$ cat src/rtl/wptr_full_2.sv
// Write-side pointer, full flag and occupancy bookkeeping for a dual-clock FIFO.
// Keeps binary and Gray write pointers and compares against the synchronized read pointer.
module wptr_full_2 #(
    parameter int ADDRSIZE     = 7,
    parameter int AFULL_THRESH = 120,
    parameter int DROPW        = 8
) (
    input  logic                wclk,
    input  logic                wrst_n,
    input  logic                winc,
    input  logic [ADDRSIZE:0]   wq2_rptr,
    input  logic                wclr_ovf,
    output logic                wfull,
    output logic [ADDRSIZE-1:0] waddr,
    output logic [ADDRSIZE:0]   wptr,
    output logic [ADDRSIZE:0]   wlevel,
    output logic                walmost_full,
    output logic                woverflow,
    output logic [DROPW-1:0]    wdrop_cnt
);

    localparam logic [ADDRSIZE:0] AF_TH = AFULL_THRESH[ADDRSIZE:0];

    logic [ADDRSIZE:0] wbin;
    logic [ADDRSIZE:0] wbinnext;
    logic [ADDRSIZE:0] wgraynext;
    logic [ADDRSIZE:0] rbin_s;
    logic [ADDRSIZE:0] level_next;
    logic              wen;
    logic              drop;
    logic              full_next;

    // Handshake: a write is accepted on a wclk edge when winc=1 and wfull=0;
    // winc with wfull=1 is rejected, counted as a drop, and leaves the pointers untouched.
    assign wen       = winc & ~wfull;
    assign drop      = winc & wfull;
    assign wbinnext  = wbin + {{ADDRSIZE{1'b0}}, wen};
    assign wgraynext = (wbinnext >> 1) ^ wbinnext;
    assign waddr     = wbin[ADDRSIZE-1:0];

    // Full when the write pointer is one lap ahead: top two Gray bits inverted, rest equal.
    assign full_next = (wgraynext == {~wq2_rptr[ADDRSIZE:ADDRSIZE-1], wq2_rptr[ADDRSIZE-2:0]});

    for (genvar i = 0; i <= ADDRSIZE; i++) begin : g_gray2bin
        assign rbin_s[i] = ^(wq2_rptr >> i);
    end

    assign level_next = wbinnext - rbin_s;

    always_ff @(posedge wclk or negedge wrst_n) begin
        if (!wrst_n) begin
            wbin         <= '0;
            wptr         <= '0;
            wfull        <= 1'b0;
            wlevel       <= '0;
            walmost_full <= 1'b0;
        end else begin
            wbin         <= wbinnext;
            wptr         <= wgraynext;
            wfull        <= full_next;
            wlevel       <= level_next;
            walmost_full <= (level_next >= AF_TH);
        end
    end

    // A drop in the same cycle as a clear wins, restarting the count at one.
    always_ff @(posedge wclk or negedge wrst_n) begin
        if (!wrst_n) begin
            woverflow <= 1'b0;
            wdrop_cnt <= '0;
        end else if (drop) begin
            woverflow <= 1'b1;
            if (wclr_ovf)
                wdrop_cnt <= {{(DROPW-1){1'b0}}, 1'b1};
            else if (wdrop_cnt != {DROPW{1'b1}})
                wdrop_cnt <= wdrop_cnt + 1'b1;
        end else if (wclr_ovf) begin
            woverflow <= 1'b0;
            wdrop_cnt <= '0;
        end
    end

endmodule

$ cat config.mk
export PLATFORM = sky130hd
export DESIGN_NAME = wptr_full_2
export DESIGN_NICKNAME = d
export VERILOG_FILES = /design/src/rtl/wptr_full_2.sv
export SDC_FILE = /design/constraint.sdc
export NUM_CORES = 1
export LEC_CHECK = 0
export ABC_AREA = 1
export CAP_MARGIN = 20
export CORE_ASPECT_RATIO = 0.7
export CORE_MARGIN = 3
export CORE_UTILIZATION = 50
export DETAILED_ROUTE_END_ITERATION = 12
export PLACE_DENSITY = 0.79
export RECOVER_POWER = 100
export SLEW_MARGIN = 15
export SYNTH_ARGS = -nofsm -noshare
export SYNTH_HDL_FRONTEND = slang
export SYNTH_SLANG_ARGS = --single-unit
$ cat constraint.sdc
create_clock -name wclk -period 2.8 [get_ports wclk]
set_input_delay 0.56 -clock wclk [delete_from_list [all_inputs] [get_ports wclk]]
set_output_delay 0.56 -clock wclk [all_outputs]
set_load 0.01 [all_outputs]
==> results of run 1 <==
==> synth_stat cells <==
cell      number  share of area [%]
inv_1         44                7.9
or2_1          1               0.30
xnor2_4        1                1.3
nand4_4        1                1.0
nand2_2        6                1.8
inv_2          2               0.36
nand3b_1       2               0.72
a21boi_1       1               0.36
nand3_1       14                3.4
a211oi_1       1               0.36
xor2_2         1               0.78
a21oi_1        6                1.4
nand3_2        3                1.4
xor2_1        21                8.9
or2_0          1               0.30
and2_1         1               0.30
dfrtp_1       34                 41
nor2_1        17                3.1
xnor2_1        4                1.7
nand4_1        6                1.8
ha_1          10                6.0
clkinv_2       1               0.24
o211ai_1       1               0.36
nor3_1         1               0.24
fa_1           1               0.96
nor3_2         1               0.48
o21ai_0        8                1.9
o21bai_1       2               0.72
nand2_1       60                 11
==> power groups by stage <==
stage / Clock [mW] / Combinational (mW) / Sequential [mW]
5_1_grt: 0.378 / 2.30 / 0.809
6_report: 0.358 / 2.12 / 0.790
2_1_floorplan: 0 / 0.872 / 0.854
4_1_cts: 0.358 / 1.87 / 0.772
3_5_place_dp: 0 / 1.83 / 0.779
3_3_place_gp: 0 / 1.78 / 0.775
==> per-stage QoR <==
stage	TNS, ps	util, %	instances	setup slack, ps	cell area, um2
6_report	0	83.3	396	39.4	3130
4_1_cts	0	79.7	394	13.7	3000
2_1_floorplan	0	-	252	198	2080
3_3_place_gp	-1290	77.1	388	-365	2900
5_1_grt	-113	83.3	396	-107	3130
3_5_place_dp	-1550	77.1	388	-370	2900
==> timing repair <==
item | 4_1_cts | 5_1_grt
setup endpoints to repair | 3 | 6
pin swaps | 0 | 14
resized for setup | 6 | 38
hold buffers | 0 | 0
setup buffers | 0 | 2
==> flip-flops by register name, summed over array words and instances (netlist names) <==
name,flops
walmost_full,1
wbin,8
wdrop_cnt,8
wfull,1
wlevel,8
woverflow,1
wptr,7
==> metal layers <==
metal  share of wire (%)  wire [um]  vias up
met5                   0          0        -
met2                  45       2750      120
met3                 7.7        469       23
met1                  44       2670      957
met4                 2.8        169        0
li1                    -          -      968
==> cells by family (layout without fill, tap and decap cells) <==
logic type      count (synthesis)  count (layout)  share of synthesized area, %
compound gates                 19              19                          5.18
xor+xnor                       27              27                          12.6
fa+ha+maj                      11              11                          6.98
buf+inv                        47             141                          8.55
flops                          34              34                          40.9
simple gates                  114             114                          25.7
==> layout by cell type (no fill, tap or decap), types with 7 or more instances in the layout <==
cell and count:
nand2_1 55, buf_4 40, inv_1 39, dfrtp_1 34, clkdlybuf4s50_1 33, xor2_1 19
nor2_1 14, nand2_2 11, nand3_1 10, o21ai_0 8, inv_2 7
==> critical path, cell delays in order <==
cell and delay [ps]:
dlygate4sd2_1 290, inv_2 90, nand2_1 60, nand2_1 100, nand2_1 120, nand2_1 150
nand2_2 80, nand2_2 80, xor2_1 150, inv_1 60, ha_2 180, fa_2 390
nor2_2 140, nand3_2 100, nand2_1 80, nand2_1 70, nand3_1 100, nor2_2 50
nand2_2 40, nand2_1 40
==> path summary, 6_finish.rpt <==
kind	from	to	slack [ps]	cells past startpoint
min in group asynchronous	wrst_n	wbin[2]$_DFF_PN0_	1310	2
hold reg to reg	woverflow$_DFFE_PN0P_	woverflow$_DFFE_PN0P_	480	2
max in group asynchronous	wrst_n	wlevel[4]$_DFF_PN0_	420	2
setup / recovery	wq2_rptr[5]	walmost_full$_DFF_PN0_	40	20
hold / removal	woverflow$_DFFE_PN0P_	woverflow$_DFFE_PN0P_	480	2
setup reg to reg	wfull$_DFF_PN0_	wfull$_DFF_PN0_	300	11
==> final cells by class <==
| cell class | count | area [um2] |
|---|---|---|
| sequential | 34 | 851 |
| fill | 222 | 627 |
| multi-input combinational | 171 | 1180 |
| inverter | 47 | 179 |
| timing repair buffer | 88 | 777 |
| clock buffer | 6 | 82.6 |
| tap | 50 | 62.6 |
==> flow_summary_export.csv, run 1 <==
group,metric,value,unit
die,initial_core_util,55.3,%
cts,htreeDepth,2,
cells_and_area,nNetsFinal,370,
place,place_congestion,0.851,
die,top_level_ports,46,
synth,yosysWarnings,0,
cts,insertion_delay,290,ps
sta,relSlewSlack,-23.4,%
sta,final_max_slew_viol_count,35,
drt,viasPerCell,5.22,
cts,root_buffer,"clkbuf_8",
global_routing,track_usage,22.3,%
sta,fin_worst_skew,5.40,ps
sta,hold_viol,0,
global_routing,antenna_found_initial,0,
sta,max_freq,0.362,GHz
synth,synthCells,252,
setup_path,crit_path_max_fanout,4,
min_path,min_path_type,"reg2reg",
synth,syn_avg_cell_area,8.25,um2
power,power.switching,1.36,mW
power,vdd_drop_max,0.645,mV
sta,finalSetupViolations,0,
die,coreArea,3760,um2
cells_and_area,num_antenna_cells,0,
power,swShare,41.6,%
setup_path,cp_data_arrival_time,2940,ps
die,fp.dieW,83.1,um
flow_run,drv_cap,1,
global_routing,grt_pass1_vias,1868,
cts,cts_sinks,34,
drt,drc,0,
global_routing,gr-max-usage-layer,"met2",
die,fp.dieH,59.9,um
global_routing,grtUsageMet2,34.4,%
cts,numCtsBuffers,5,
die,dieArea,4980,um2
place,io_buffers,45,
power,power.density,1040,nW/um2
power,p_int,1.91,mW
cells_and_area,area_delta_synth_final,50.8,%
sta,fin_crit_sh,98.6,%
synth,netlist_area,2080,um2
synth,yosysSeqAreaShare,40.9,%
global_routing,grt_max_degree,35,
drt,avgRoutedWirePerCell,15.3,um
status,status,"complete, but fails checks",
power,p_leak,1.60,nW
sta,holdWs,478,ps
status,violations,"max-capacitance violations, max-slew violations",
drt,finalWirelength,6.05,mm
synth,syn_nets,275,
global_routing,overflow,0,
global_routing,grt_pass1_wl,8.60,mm
global_routing,use_met1,31.8,%
drt,postRouteAntennaNets,0,
drt,vias,2068,
power,pwr-share-comb,64.9,%
synth,ys_seq_elements,34,
setup_path,crit_type,"in2reg",
place,hpwlAfterDp,4.01,mm
drt,drt-initial-drc-count,162,
setup_path,cp.required,2980,ps
cts,cts_tree,"yes",
global_routing,grtUsageMet3,4.68,%
power,seq_power_share,24.2,%
sta,fin_crit,2760,ps
cells_and_area,drive_gt1_share,26.6,%
setup_path,cp-end-kind,"flip-flop",
cts,clkTransAtPathRegs,60,ps
drt,drt_pass1_iterations,5,
die,rows,18,
cts,ctsLongestPathBuffers,2,
sta,worstMarginPinSlew,1850,ps
power,total_power,3.27,mW
power,clockPowerShare,10.9,%
setup_path,crit_path_start_kind,"input port",
synth,synth_cell_type_count,29,
Power figures use the tool's default switching activity.
==> run 2, diff against run 1 <==
Settings changed: CTS_CLUSTER_DIAMETER from default to 200, TNS_END_PERCENT from default to 30.
==> results of run 2 <==
The final DEF is identical to that of run 1; final timing and power are the same.
==> run 3, diff against run 2 <==
Settings changed: GPL_TIMING_DRIVEN from default to 0.
==> run 3 against run 2 <==
Net effect:
- the flow still finishes with violations (max-capacitance violations, max-slew violations)
- clock power about the same
- sequential power down 3.3%
- sequential share of layout area grew 3.1 points
- non-clock buffer count fell by 35
- worst setup slack better by 210 ps
- clock skew is 1.3 ps lower
- cell count decreased by 8.8%
- core utilization fell by 8.6 points
- critical path type unchanged
- die area did not move
- via count fell by 13%
- total power shrank 15%
- routed wire length fell by 19%
==> flow_summary_export.csv, run 3 (synthesis results as in run 1) <==
group,metric,value,unit
status,status,"complete, but fails checks",
status,violations,"max-capacitance violations, max-slew violations",
sta,worstMarginPinSlew,1790,ps
drt,avgRoutedWirePerCell,13.5,um
place,place_congestion,0.852,
cts,numCtsBuffers,5,
cells_and_area,utilization,74.7,%
sta,fin_crit_sh,91.1,%
place,place_inst,347,
cells_and_area,largestRegisters,"wbin (8), wdrop_cnt (8), wlevel (8)",
cts,ctsLongestPathBuffers,2,
setup_path,crit_type,"in2reg",
setup_path,crit_path_start_kind,"input port",
place,io_buffers,45,
cts,clkTransAtPathRegs,70,ps
sta,holdWs,484,ps
min_path,min_path_type,"reg2reg",
sta,max_freq,0.392,GHz
power,p_leak,1.46,nW
setup_path,crit_path_start,"wq2_rptr[5]",
flow_run,drv_cap,1,
drt,drc,0,
die,initial_core_util,55.3,%
min_path,hold_path.startpoint,"woverflow$_DFFE_PN0P_",
sta,fin_worst_skew,4.14,ps
cells_and_area,most-common-layout-cells,"nand2_1, inv_1, dlygate4sd3_1",
cts,insertion_delay,290,ps
sta,hold_viol,0,
power,vdd_drop_max,0.547,mV
place,post-place-ws,-602,ps
die,fp.dieW,83.1,um
drt,vias,1803,
drt,viasPerCell,4.99,
cells_and_area,fin_cells,361,
setup_path,cp.required,3030,ps
cts,htreeDepth,2,
setup_path,cp_data_arrival_time,2790,ps
die,fp.dieH,59.9,um
sta,finalSetupViolations,0,
drt,drt-initial-drc-count,89,
cells_and_area,num_antenna_cells,0,
cts,cts_tree,"yes",
place,hpwlAfterDp,3.64,mm
die,rows,18,
global_routing,overflow,0,
die,coreArea,3760,um2
global_routing,grt_pass1_wl,7.84,mm
cells_and_area,area_delta_synth_final,35.2,%
cts,cts_sinks,34,
drt,drt_pass1_iterations,4,
global_routing,grt_max_degree,35,
cells_and_area,final_common_cell,"nand2_1",
setup_path,cp-end-kind,"flip-flop",
die,dieArea,4980,um2
global_routing,antenna_found_initial,0,
drt,postRouteAntennaNets,0,
setup_path,r2r-start,"wfull$_DFF_PN0_",
die,top_level_ports,46,
sta,relSlewSlack,-19.5,%
sta,tns,0,ps
power,power.density,985,nW/um2
cells_and_area,nNetsFinal,335,
sta,final_max_slew_viol_count,35,
global_routing,track_usage,20.3,%
sta,fin_ws,248,ps
drt,finalWirelength,4.89,mm
sta,fin_crit,2550,ps
setup_path,crit_path_max_fanout,4,
cts,root_buffer,"clkbuf_8",
global_routing,grt_pass1_vias,1672,
cells_and_area,drive_gt1_share,15.8,%
==> run 3: changes by cell type in the layout (fill, tap and decap cells not counted), moves of 3 or more <==
cell | before | now
dlygate4sd3_1 | 5 | 35
nand2_1 | 55 | 59
clkdlybuf4s50_1 | 33 | 2
clkbuf_2 | 0 | 4
nand2_2 | 11 | 5
dlymetal6s2s_1 | 5 | 2
nand3_2 | 6 | 2
buf_4 | 40 | 6
nand3_1 | 10 | 13
==> run 3: power breakdown <==
group          internal (mW)  switching (mW)  total, mW
combinational          0.734           0.911       1.65
sequential             0.671          0.0929      0.764
clock                  0.189           0.170      0.359
total                   1.59            1.17       2.77
==> run 3: cell type report <==
| class | count | area [um2] |
|---|---|---|
| timing repair buffer | 53 | 480 |
| fill | 292 | 951 |
| clock buffer | 6 | 82.6 |
| multi-input combinational | 171 | 1150 |
| inverter | 47 | 179 |
| tap | 50 | 62.6 |
| sequential | 34 | 851 |
==> run 3: worst max-delay path, cell delays in order <==
cell and delay (ps):
clkbuf_2 160, inv_1 110, nand2_1 60, nand2_1 80, nand2_1 110, nand2_1 100
nand2_2 80, nand2_4 90, xor2_1 150, inv_1 70, ha_2 190, fa_2 390
nor2_1 110, nand3_1 100, nand3_1 110, nand3_1 90, nor2_1 100, nand2_1 60
nand2_1 50
==> run 3: metrics by stage <==
| stage | power, mW | cell area (um2) |
|---|---|---|
| detailed placement | 2.29 | 2590 |
| finish | 2.77 | 2810 |
| floorplan | 1.73 | 2080 |
| CTS | 2.74 | 2740 |
| global route | 2.99 | 2810 |
| global placement | 2.25 | 2590 |
==> run 3: routing by layer <==
metal  vias up  GRT usage (%)  share of wire, %  wire length (um)
met1       832           27.4                48              2320
met2        58           32.1                45              2180
li1        901              -                 -                 -
met4         0           8.39               2.4               115
met3        12           4.68               5.4               263
met5         -              0                 0                 0
==> run 3: repair_timing <==
action | CTS | global route
endpoints found under the setup margin | 4 | 4
pin swaps | 3 | 14
hold buffers | 0 | 0
resized for setup | 16 | 37
setup buffers | 2 | 6
==> run 3: final timing paths <==
path	endpoint	slack, ps	cells past startpoint
max in group asynchronous	wlevel[7]$_DFF_PN0_	1030	1
min	woverflow$_DFFE_PN0P_	480	2
min in group asynchronous	wbin[0]$_DFF_PN0_	740	1
min reg2reg	woverflow$_DFFE_PN0P_	480	2
max reg2reg	walmost_full$_DFF_PN0_	290	15
max	walmost_full$_DFF_PN0_	250	19
